===== src/rtl/timer_ms_pkg.sv =====
`default_nettype none
// ============================================================================
//  Module      : timer_ms_pkg
//  Description : Shared state encoding and sizing helpers for timer_ms_multi.
//  Revision    : 1.0 - initial release
// ============================================================================
package timer_ms_pkg;

    typedef enum logic {
        IDLE = 1'b0,
        RUN  = 1'b1
    } tmr_state_t;

    localparam int C_MS_PER_S = 1000;

    function automatic int cyc_per_ms(input int clk_hz);
        return clk_hz / C_MS_PER_S;
    endfunction

    // Width of a counter that must hold 0..n-1 (never narrower than one bit).
    function automatic int cnt_width(input int n);
        return (n <= 2) ? 1 : $clog2(n);
    endfunction

endpackage
`default_nettype wire


===== src/rtl/timer_ms_channel.sv =====
`default_nettype none
// ============================================================================
//  Module      : timer_ms_channel
//  Description : One millisecond timer channel: IDLE/RUN FSM, private ms
//                prescaler, latched duration and mode, registered done/busy.
//  Revision    : 1.0 - initial release
// ============================================================================
module timer_ms_channel
    import timer_ms_pkg::*;
#(
    parameter int CYC  = 100_000,
    parameter int BITS = 16
) (
    input  logic            clk,
    input  logic            reset,
    input  logic            start,
    input  logic            stop,
    input  logic            periodic,
    input  logic [BITS-1:0] final_value,
    output logic            done,
    output logic            busy
);

    localparam int             C_CW   = cnt_width(CYC);
    localparam logic [C_CW-1:0] C_LAST = C_CW'(CYC - 1);
    localparam logic [C_CW-1:0] C_PRE  = C_CW'(CYC - 2);

    tmr_state_t      state_q, state_d;
    logic [C_CW-1:0] cyc_q,   cyc_d;
    logic [BITS-1:0] ms_q,    ms_d;
    logic [BITS-1:0] n_q,     n_d;
    logic            per_q,   per_d;
    logic            done_q,  done_d;
    logic            w_ms_last;

    assign w_ms_last = (ms_q == (n_q - BITS'(1)));

    always_ff @(posedge clk) begin
        if (reset) begin
            state_q <= IDLE;
            cyc_q   <= '0;
            ms_q    <= '0;
            n_q     <= '0;
            per_q   <= 1'b0;
            done_q  <= 1'b0;
        end else begin
            state_q <= state_d;
            cyc_q   <= cyc_d;
            ms_q    <= ms_d;
            n_q     <= n_d;
            per_q   <= per_d;
            done_q  <= done_d;
        end
    end

    // done is registered, so it is decided one cycle ahead of the expiry
    // cycle (cyc_cnt == CYC-2); a same-cycle stop/start therefore cancels it.
    always_comb begin
        state_d = state_q;
        cyc_d   = cyc_q;
        ms_d    = ms_q;
        n_d     = n_q;
        per_d   = per_q;
        done_d  = 1'b0;

        if (stop) begin
            state_d = IDLE;
            cyc_d   = '0;
            ms_d    = '0;
        end else if (start) begin
            n_d   = final_value;
            per_d = periodic;
            cyc_d = '0;
            ms_d  = '0;
            if (final_value == '0) begin
                state_d = IDLE;
                done_d  = 1'b1;
            end else begin
                state_d = RUN;
            end
        end else if (state_q == RUN) begin
            done_d = w_ms_last && (cyc_q == C_PRE);
            if (cyc_q == C_LAST) begin
                cyc_d = '0;
                if (w_ms_last) begin
                    ms_d = '0;
                    if (!per_q) begin
                        state_d = IDLE;
                    end
                end else begin
                    ms_d = ms_q + BITS'(1);
                end
            end else begin
                cyc_d = cyc_q + C_CW'(1);
            end
        end
    end

    assign done = done_q;
    assign busy = (state_q == RUN);

endmodule
`default_nettype wire


===== src/rtl/timer_ms_multi.sv =====
`default_nettype none
// ============================================================================
//  Module      : timer_ms_multi
//  Description : CHANNELS independent millisecond timers with one-shot or
//                periodic mode; final_value carries one BITS-wide slice each.
//  Revision    : 1.0 - initial release
// ============================================================================
module timer_ms_multi
    import timer_ms_pkg::*;
#(
    parameter int CLK_HZ   = 100_000_000,
    parameter int CHANNELS = 4,
    parameter int BITS     = 16
) (
    input  logic                     clk,
    input  logic                     reset,
    input  logic [CHANNELS-1:0]      start,
    input  logic [CHANNELS-1:0]      stop,
    input  logic [CHANNELS-1:0]      periodic,
    input  logic [CHANNELS*BITS-1:0] final_value,
    output logic [CHANNELS-1:0]      done,
    output logic [CHANNELS-1:0]      busy
);

    localparam int C_CYC = cyc_per_ms(CLK_HZ);

    generate
        if ((CLK_HZ % C_MS_PER_S) != 0 || C_CYC < 2 ||
            CHANNELS < 1 || CHANNELS > 16) begin : g_bad_cfg
            $error("timer_ms_multi: CLK_HZ must be a multiple of 1000 with >= 2 cycles/ms, CHANNELS in 1..16");
        end
    endgenerate

    generate
        for (genvar gi = 0; gi < CHANNELS; gi++) begin : g_chan
            timer_ms_channel #(
                .CYC  (C_CYC),
                .BITS (BITS)
            ) u_chan (
                .clk         (clk),
                .reset       (reset),
                .start       (start[gi]),
                .stop        (stop[gi]),
                .periodic    (periodic[gi]),
                .final_value (final_value[gi*BITS +: BITS]),
                .done        (done[gi]),
                .busy        (busy[gi])
            );
        end
    endgenerate

endmodule
`default_nettype wire


===== config.mk =====
export PLATFORM = sky130hd
export DESIGN_NAME = timer_ms_multi
export DESIGN_NICKNAME = d
export VERILOG_FILES = /design/src/rtl/timer_ms_pkg.sv /design/src/rtl/timer_ms_channel.sv /design/src/rtl/timer_ms_multi.sv
export SDC_FILE = /design/constraint.sdc
export NUM_CORES = 1
export LEC_CHECK = 0
export CORE_MARGIN = 3
export CORE_UTILIZATION = 55
export DETAILED_ROUTE_END_ITERATION = 8
export DONT_BUFFER_PORTS = 1
export GPL_ROUTABILITY_DRIVEN = 0
export PLACE_DENSITY = 0.81
export SLEW_MARGIN = 20
export SYNTH_ARGS = -nofsm -noshare
export SYNTH_HDL_FRONTEND = slang
export SYNTH_SLANG_ARGS = --single-unit

===== constraint.sdc =====
create_clock -name clk -period 2.6 [get_ports clk]
set_input_delay 0.52 -clock clk [delete_from_list [all_inputs] [get_ports clk]]
set_output_delay 0.52 -clock clk [all_outputs]
set_load 0.05 [all_outputs]

=== After elaboration in Yosys (flattened, before gate mapping) ===
Cells that the tools add are included.

* Input port bits: 78
* Bits in registers: 208

* Reduce and logical (&&, ||, !) cells: 24
* Add/subtract/negate cells: 12
* Bitwise operators: 4
* Multiplexer cells: 44
* Eq/ne operators: 12

{| class="wikitable"
|+ Operator list
! cell !! number
|-
| == test 17 bit, second input constant || 8
|-
| adder 17 x 1 -> 17 bit, second input constant || 4
|-
| 2-to-1 mux 17 bit || 4
|-
| adder 16 x 1 -> 16 bit, second input constant || 4
|-
| == test 16 bit || 4
|-
| logical NOT 16 bit || 4
|-
| 2-to-1 mux 16 bit || 4
|-
| subtractor 16 x 1 -> 16 bit, second input constant || 4
|-
| 2-to-1 mux 1 bit || 36
|-
| AND reduction 2 bit || 8
|-
| OR reduction 3 bit || 4
|-
| OR reduction 2 bit || 4
|-
| logical AND 1 bit || 4
|-
| inverter 1 bit || 4
|}

=== Logic depth before layout (Yosys ltp) ===
* Depth in word-level cells: 6
* Depth in mapped cells: 11
* Depth with buffers taken out: 9

=== By module ===
From an unflattened synthesis, not the netlist that was laid out.

* Cells, all modules: 1440
* Area total of the unflattened synthesis: 12112.9 sq um

{| class="wikitable"
|+ By module, submodules not included
! module !! cells each !! seq. area each (sq um) !! area each (sq um) !! instances
|-
| timer_ms_channel at g_chan[1].u_chan ... || 358 || 1041.0 || 3032.9 || 3
|-
| timer_ms_channel at g_chan[0].u_chan || 366 || 1041.0 || 3014.1 || 1
|}

=== Worst setup path after synthesis ===
Ideal clock, no wire load.

* Path kind: register to register
* Start point: register g_chan[3].u_chan.n_q[0]
* End point: register g_chan[3].u_chan.done_q
* Period minus slack after synthesis: 2791 ps
* Cell stages (with the launch flop): 9
* Required time: 2512 ps
* Path buffers: 0
* Path slack: -191 ps
* Arrival: 2703 ps
* Path through: dfxtp_1 inv_1 ha_1 nor4b_2 a41oi_1 or3_1 or4_4 o41a_1 nor4_2

* Word-level cells in the longest chain between the ends: 5

{| class="wikitable"
|+ RTL lines
! what !! line !! text
|-
| from (decl) || timer_ms_channel.sv:31 || <nowiki>logic [BITS-1:0] n_q, n_d;</nowiki>
|-
| from (signal assigned) || timer_ms_channel.sv:50 || <nowiki>n_q <= n_d;</nowiki>
|-
| subtractor 16 x 1 -> 16 bit || timer_ms_channel.sv:36 || <nowiki>assign w_ms_last = (ms_q == (n_q - BITS'(1)));</nowiki>
|-
| == test 16 bit || timer_ms_channel.sv:36 ||
|-
| logical AND 1 bit || timer_ms_channel.sv:82 || <nowiki>done_d = w_ms_last && (cyc_q == C_PRE);</nowiki>
|-
| 2-to-1 mux 1 bit || timer_ms_channel.sv:81 || <nowiki>end else if (state_q == RUN) begin</nowiki>
|-
| 2-to-1 mux 1 bit || timer_ms_channel.sv:70 || <nowiki>end else if (start) begin</nowiki>
|-
| to (signal assigned) || timer_ms_channel.sv:52 || <nowiki>done_q <= done_d;</nowiki>
|-
| to (decl) || timer_ms_channel.sv:33 || <nowiki>logic done_q, done_d;</nowiki>
|}

Every way passes these cells.
A chain may end at the register's enable or synchronous reset.

=== Final worst setup path ===
* Start point: register g_chan[1].u_chan.n_q[1]
* End point: register g_chan[1].u_chan.done_q

* Word-level cells in the longest chain between the ends: 5

{| class="wikitable"
|+ RTL lines
! what !! line
|-
| from (decl) || timer_ms_channel.sv:31
|-
| from (signal assigned) || timer_ms_channel.sv:50
|-
| subtractor 16 x 1 -> 16 bit || timer_ms_channel.sv:36
|-
| == test 16 bit || timer_ms_channel.sv:36
|-
| logical AND 1 bit || timer_ms_channel.sv:82
|-
| 2-to-1 mux 1 bit || timer_ms_channel.sv:81
|-
| 2-to-1 mux 1 bit || timer_ms_channel.sv:70
|-
| to (signal assigned) || timer_ms_channel.sv:52
|-
| to (decl) || timer_ms_channel.sv:33
|}

Every way passes these cells.

==> impl_metrics.csv <==
group,metric,value,unit
sta,tightest_slew,713,ps
detailed_routing,post_drt_wl_per_cell,16.2,um
power_and_ir_drop,p_sw_share,25.1,%
critical_path,worstSetupEndpointType,"register",
clock_tree,hold_buffers,0,
yosys,synth_top_area_share,36.6,%
die,core,0.0199,mm^2
detailed_routing,wl_met3,1.80,mm
detailed_routing,via_count,10583,
cells_and_area,fin_nets,1616,
detailed_routing,dr.first_iter.drc_count,749,
die,rows,51,
critical_path,start_kind,"register",
job,max_cap_viol_count,0,
detailed_routing,wl,29.3,mm
sta,skew,11.0,ps
power_and_ir_drop,power_density,559,mW/mm^2
detailed_routing,first_pass_iters,7,
sta,hold_viol_final,0,
power_and_ir_drop,p_comb_share,13.7,%
yosys,yosysTopAreaCell,"dfxtp_1",
placement,placedCellCount,1746,
clock_tree,cts_buffer_depth,3,
yosys,syn-num-nets,1534,
grt,grt_start_max_net_pins,80,
grt,grt_usage,24.7,%
sta,relSlewSlack,52.4,%
sta,rsz0062_at_grt,"yes",
die,io_pins,86,
critical_path,reg2reg_depth,11,
grt,grt_pass1_vias,10027,
cells_and_area,stdcell_area,0.0137,mm^2
clock_tree,h-tree-depth,1,
yosys,synth_area,0.0114,mm^2
clock_tree,cts_made_buffers,23,
grt,antenna_found_initial,0,
sta,drv_slew,0,
yosys,ys_ff_latch,208,
status,violations,"negative setup slack",
power_and_ir_drop,vdd_drop_max,0.478,mV
power_and_ir_drop,switchingPower,1910,uW
yosys,seq_area_frac_synth,36.6,%
sta,setup_viol,5,
power_and_ir_drop,power.share.clock,43.0,%
yosys,synth-edff-count,0,
cells_and_area,stdcell_count,1803,
sta,setup_slack,-103,ps
clock_tree,clock_latency,500,ps
detailed_routing,routed_via_density,5.87,
yosys,ys_async_sr_fraction,0,%
yosys,avgSynthCellArea,7.89,um^2
placement,io_buffers,0,
yosys,synth_top_flop_cell,"dfxtp_1",
clock_tree,cts.sinks,208,
yosys,synth.area.top_cells,"dfxtp_1 37%, xor2_1 7.8%, nand2_1 7.2%",
cells_and_area,antenna_cells,0,
detailed_routing,met1_length,12.5,mm
sta,fin_tns_setup,-206,ps
clock_tree,root_buffer,"clkbuf_16",
power_and_ir_drop,power.leakage,0.00493,uW
min_path,min-delay-path-class,"input pin to register",
detailed_routing,highest_layer,"met4",
detailed_routing,route.detailed.drc,0,
cells_and_area,synthToLayoutAreaGrowth,20.1,%
sta,fin_crit,2700,ps
yosys,ys_types,71,
detailed_routing,routed-wl-met2,14.1,mm
placement,dp_hpwl,20.1,mm
die,dieArea,0.0224,mm^2
sta,finalCritPeriodShare,104,%
cells_and_area,final_cell_mix,"217 x nand2_1, 195 x dfxtp_1, 138 x nor2_1",
placement,place_area,0.0123,mm^2
cells_and_area,final_common_cell,"nand2_1",
critical_path,critPathMaxFanout,4,
power_and_ir_drop,power_frac_seq,43.4,%
grt,grt.overflow.total,0,
grt,grt_pass1_wl,47.0,mm
clock_tree,clk_pin_slew_worst_paths,60,ps
die,die_h,150,um
clock_tree,cts_tree,"built",
sta,whs,87.4,ps
yosys,synth_warnings,0,
critical_path,crit_required,3040,ps
detailed_routing,drtAntennaViolNets,0,
min_path,whs_path_depth,1,
power_and_ir_drop,internal_power,5720,uW
critical_path,arrival,3140,ps
cells_and_area,layout-drive-gt1-share,18.1,%
critical_path,crit_type,"register to register",
yosys,syn_inst,1440,
die,die_w,150,um
die,initial_core_util,57.1,%
cells_and_area,n_fill_cell,1536,
sta,fmax,370,MHz
status,status,"finished with violations",
metal layers:
layer | up-vias | track usage [%]
li1 | 5185 | -
met1 | 5030 | 32.1
met2 | 297 | 42.1
met3 | 71 | 4.97
met4 | 0 | 6.63
met5 | - | 0
area by class of cell:
class / count / area, um^2 / area share (%)
Clock buffer: 33 / 673 / 4.93
Clock inverter: 8 / 90.1 / 0.660
Inverter: 42 / 165 / 1.21
Multi-Input combinational cell: 1125 / 7250 / 53.1
Sequential cell: 208 / 4190 / 30.7
Tap cell: 265 / 332 / 2.43
Timing Repair Buffer: 122 / 955 / 6.99
final timing paths:
check / slack [ps] / from / end
setup reg to reg: -100 / g_chan[1].u_chan.n_q[1]$_SDFFE_PP0P_ / g_chan[1].u_chan.done$_SDFF_PP0_
hold / removal: 90 / stop[3] / g_chan[3].u_chan.done$_SDFF_PP0_
setup / recovery: -100 / g_chan[1].u_chan.n_q[1]$_SDFFE_PP0P_ / g_chan[1].u_chan.done$_SDFF_PP0_
hold reg to reg: 460 / g_chan[0].u_chan.per_q$_SDFFE_PP0P_ / g_chan[0].u_chan.per_q$_SDFFE_PP0P_
kinds of logic (layout without fill, tap and decap cells):
kind of cell / count (synthesis) / in the layout / share of synthesized area, %
AOI/OAI and AO/OA: 188 / 188 / 10.2
xor gates and xnor gates: 181 / 181 / 13.9
adders and majority gates: 16 / 16 / 1.76
buffers and inverters: 107 / 205 / 3.96
DFF: 208 / 208 / 36.6
muxes: 8 / 8 / 0.737
and+or+nand+nor: 732 / 732 / 32.7
registers in the layout, summed over array words and instances (netlist names):
register and count:
g_chan.u_chan.cyc_q 68, g_chan.u_chan.busy 4, g_chan.u_chan.n_q 64, g_chan.u_chan.ms_q 64, g_chan.u_chan.done 4, g_chan.u_chan.per_q 4
stage by stage:
stage / total power (uW) / utilization [%] / setup slack (ps)
after floorplan: 3990 / - / -33.0
after global placement: 4220 / 62.0 / -40.2
after detailed placement: 4240 / 62.0 / -95.0
after CTS: 7540 / 66.3 / -14.7
after global routing: 7900 / 68.6 / -175
final: 7630 / 68.6 / -103
timing repair:
action | CTS | global route
endpoints found under the setup margin | 42 | 59
pin swaps | 11 | 50
buffers inserted | 4 | 9
hold endpoints to repair | 0 | 0
gates cloned | 2 | 1
gates resized for setup | 20 | 93
Yosys cell counts, drive strengths merged (7+ instances only):
| cell type | instances |
|---|---|
| nand3 | 63 |
| dfxtp | 208 |
| clkbuf | 48 |
| and3 | 38 |
| a21oi | 97 |
| o21ai | 20 |
| nor2b | 7 |
| inv | 42 |
| buf | 17 |
| or4b | 11 |
| nand4 | 39 |
| or3 | 17 |
| or4 | 11 |
| xor2 | 101 |
| nor2 | 145 |
| nand2 | 218 |
| nor4 | 36 |
| o211ai | 7 |
| xnor2 | 80 |
| nand3b | 8 |
| and2 | 12 |
| nand2b | 15 |
| ha | 16 |
| nor3 | 81 |
power by group through the flow:
stage,registers [uW],logic (uW),clock network (uW)
5_1_grt,3310,1130,3460
3_3_place_gp,3370,846,0
2_1_floorplan,3360,629,0
4_1_cts,3310,900,3330
6_report,3310,1040,3280
3_5_place_dp,3370,870,0
worst max-delay path: stages, from the launching register on:
cell	delay, ps
dfxtp_2	320
inv_2	60
ha_4	130
buf_4	100
or4b_4	510
nor3_4	230
a211oi_1	110
o21ai_1	230
nand2_1	150
buf_4	160
or4_4	470
a21oi_2	160
No activity file was read; power rests on OpenSTA's default activity.
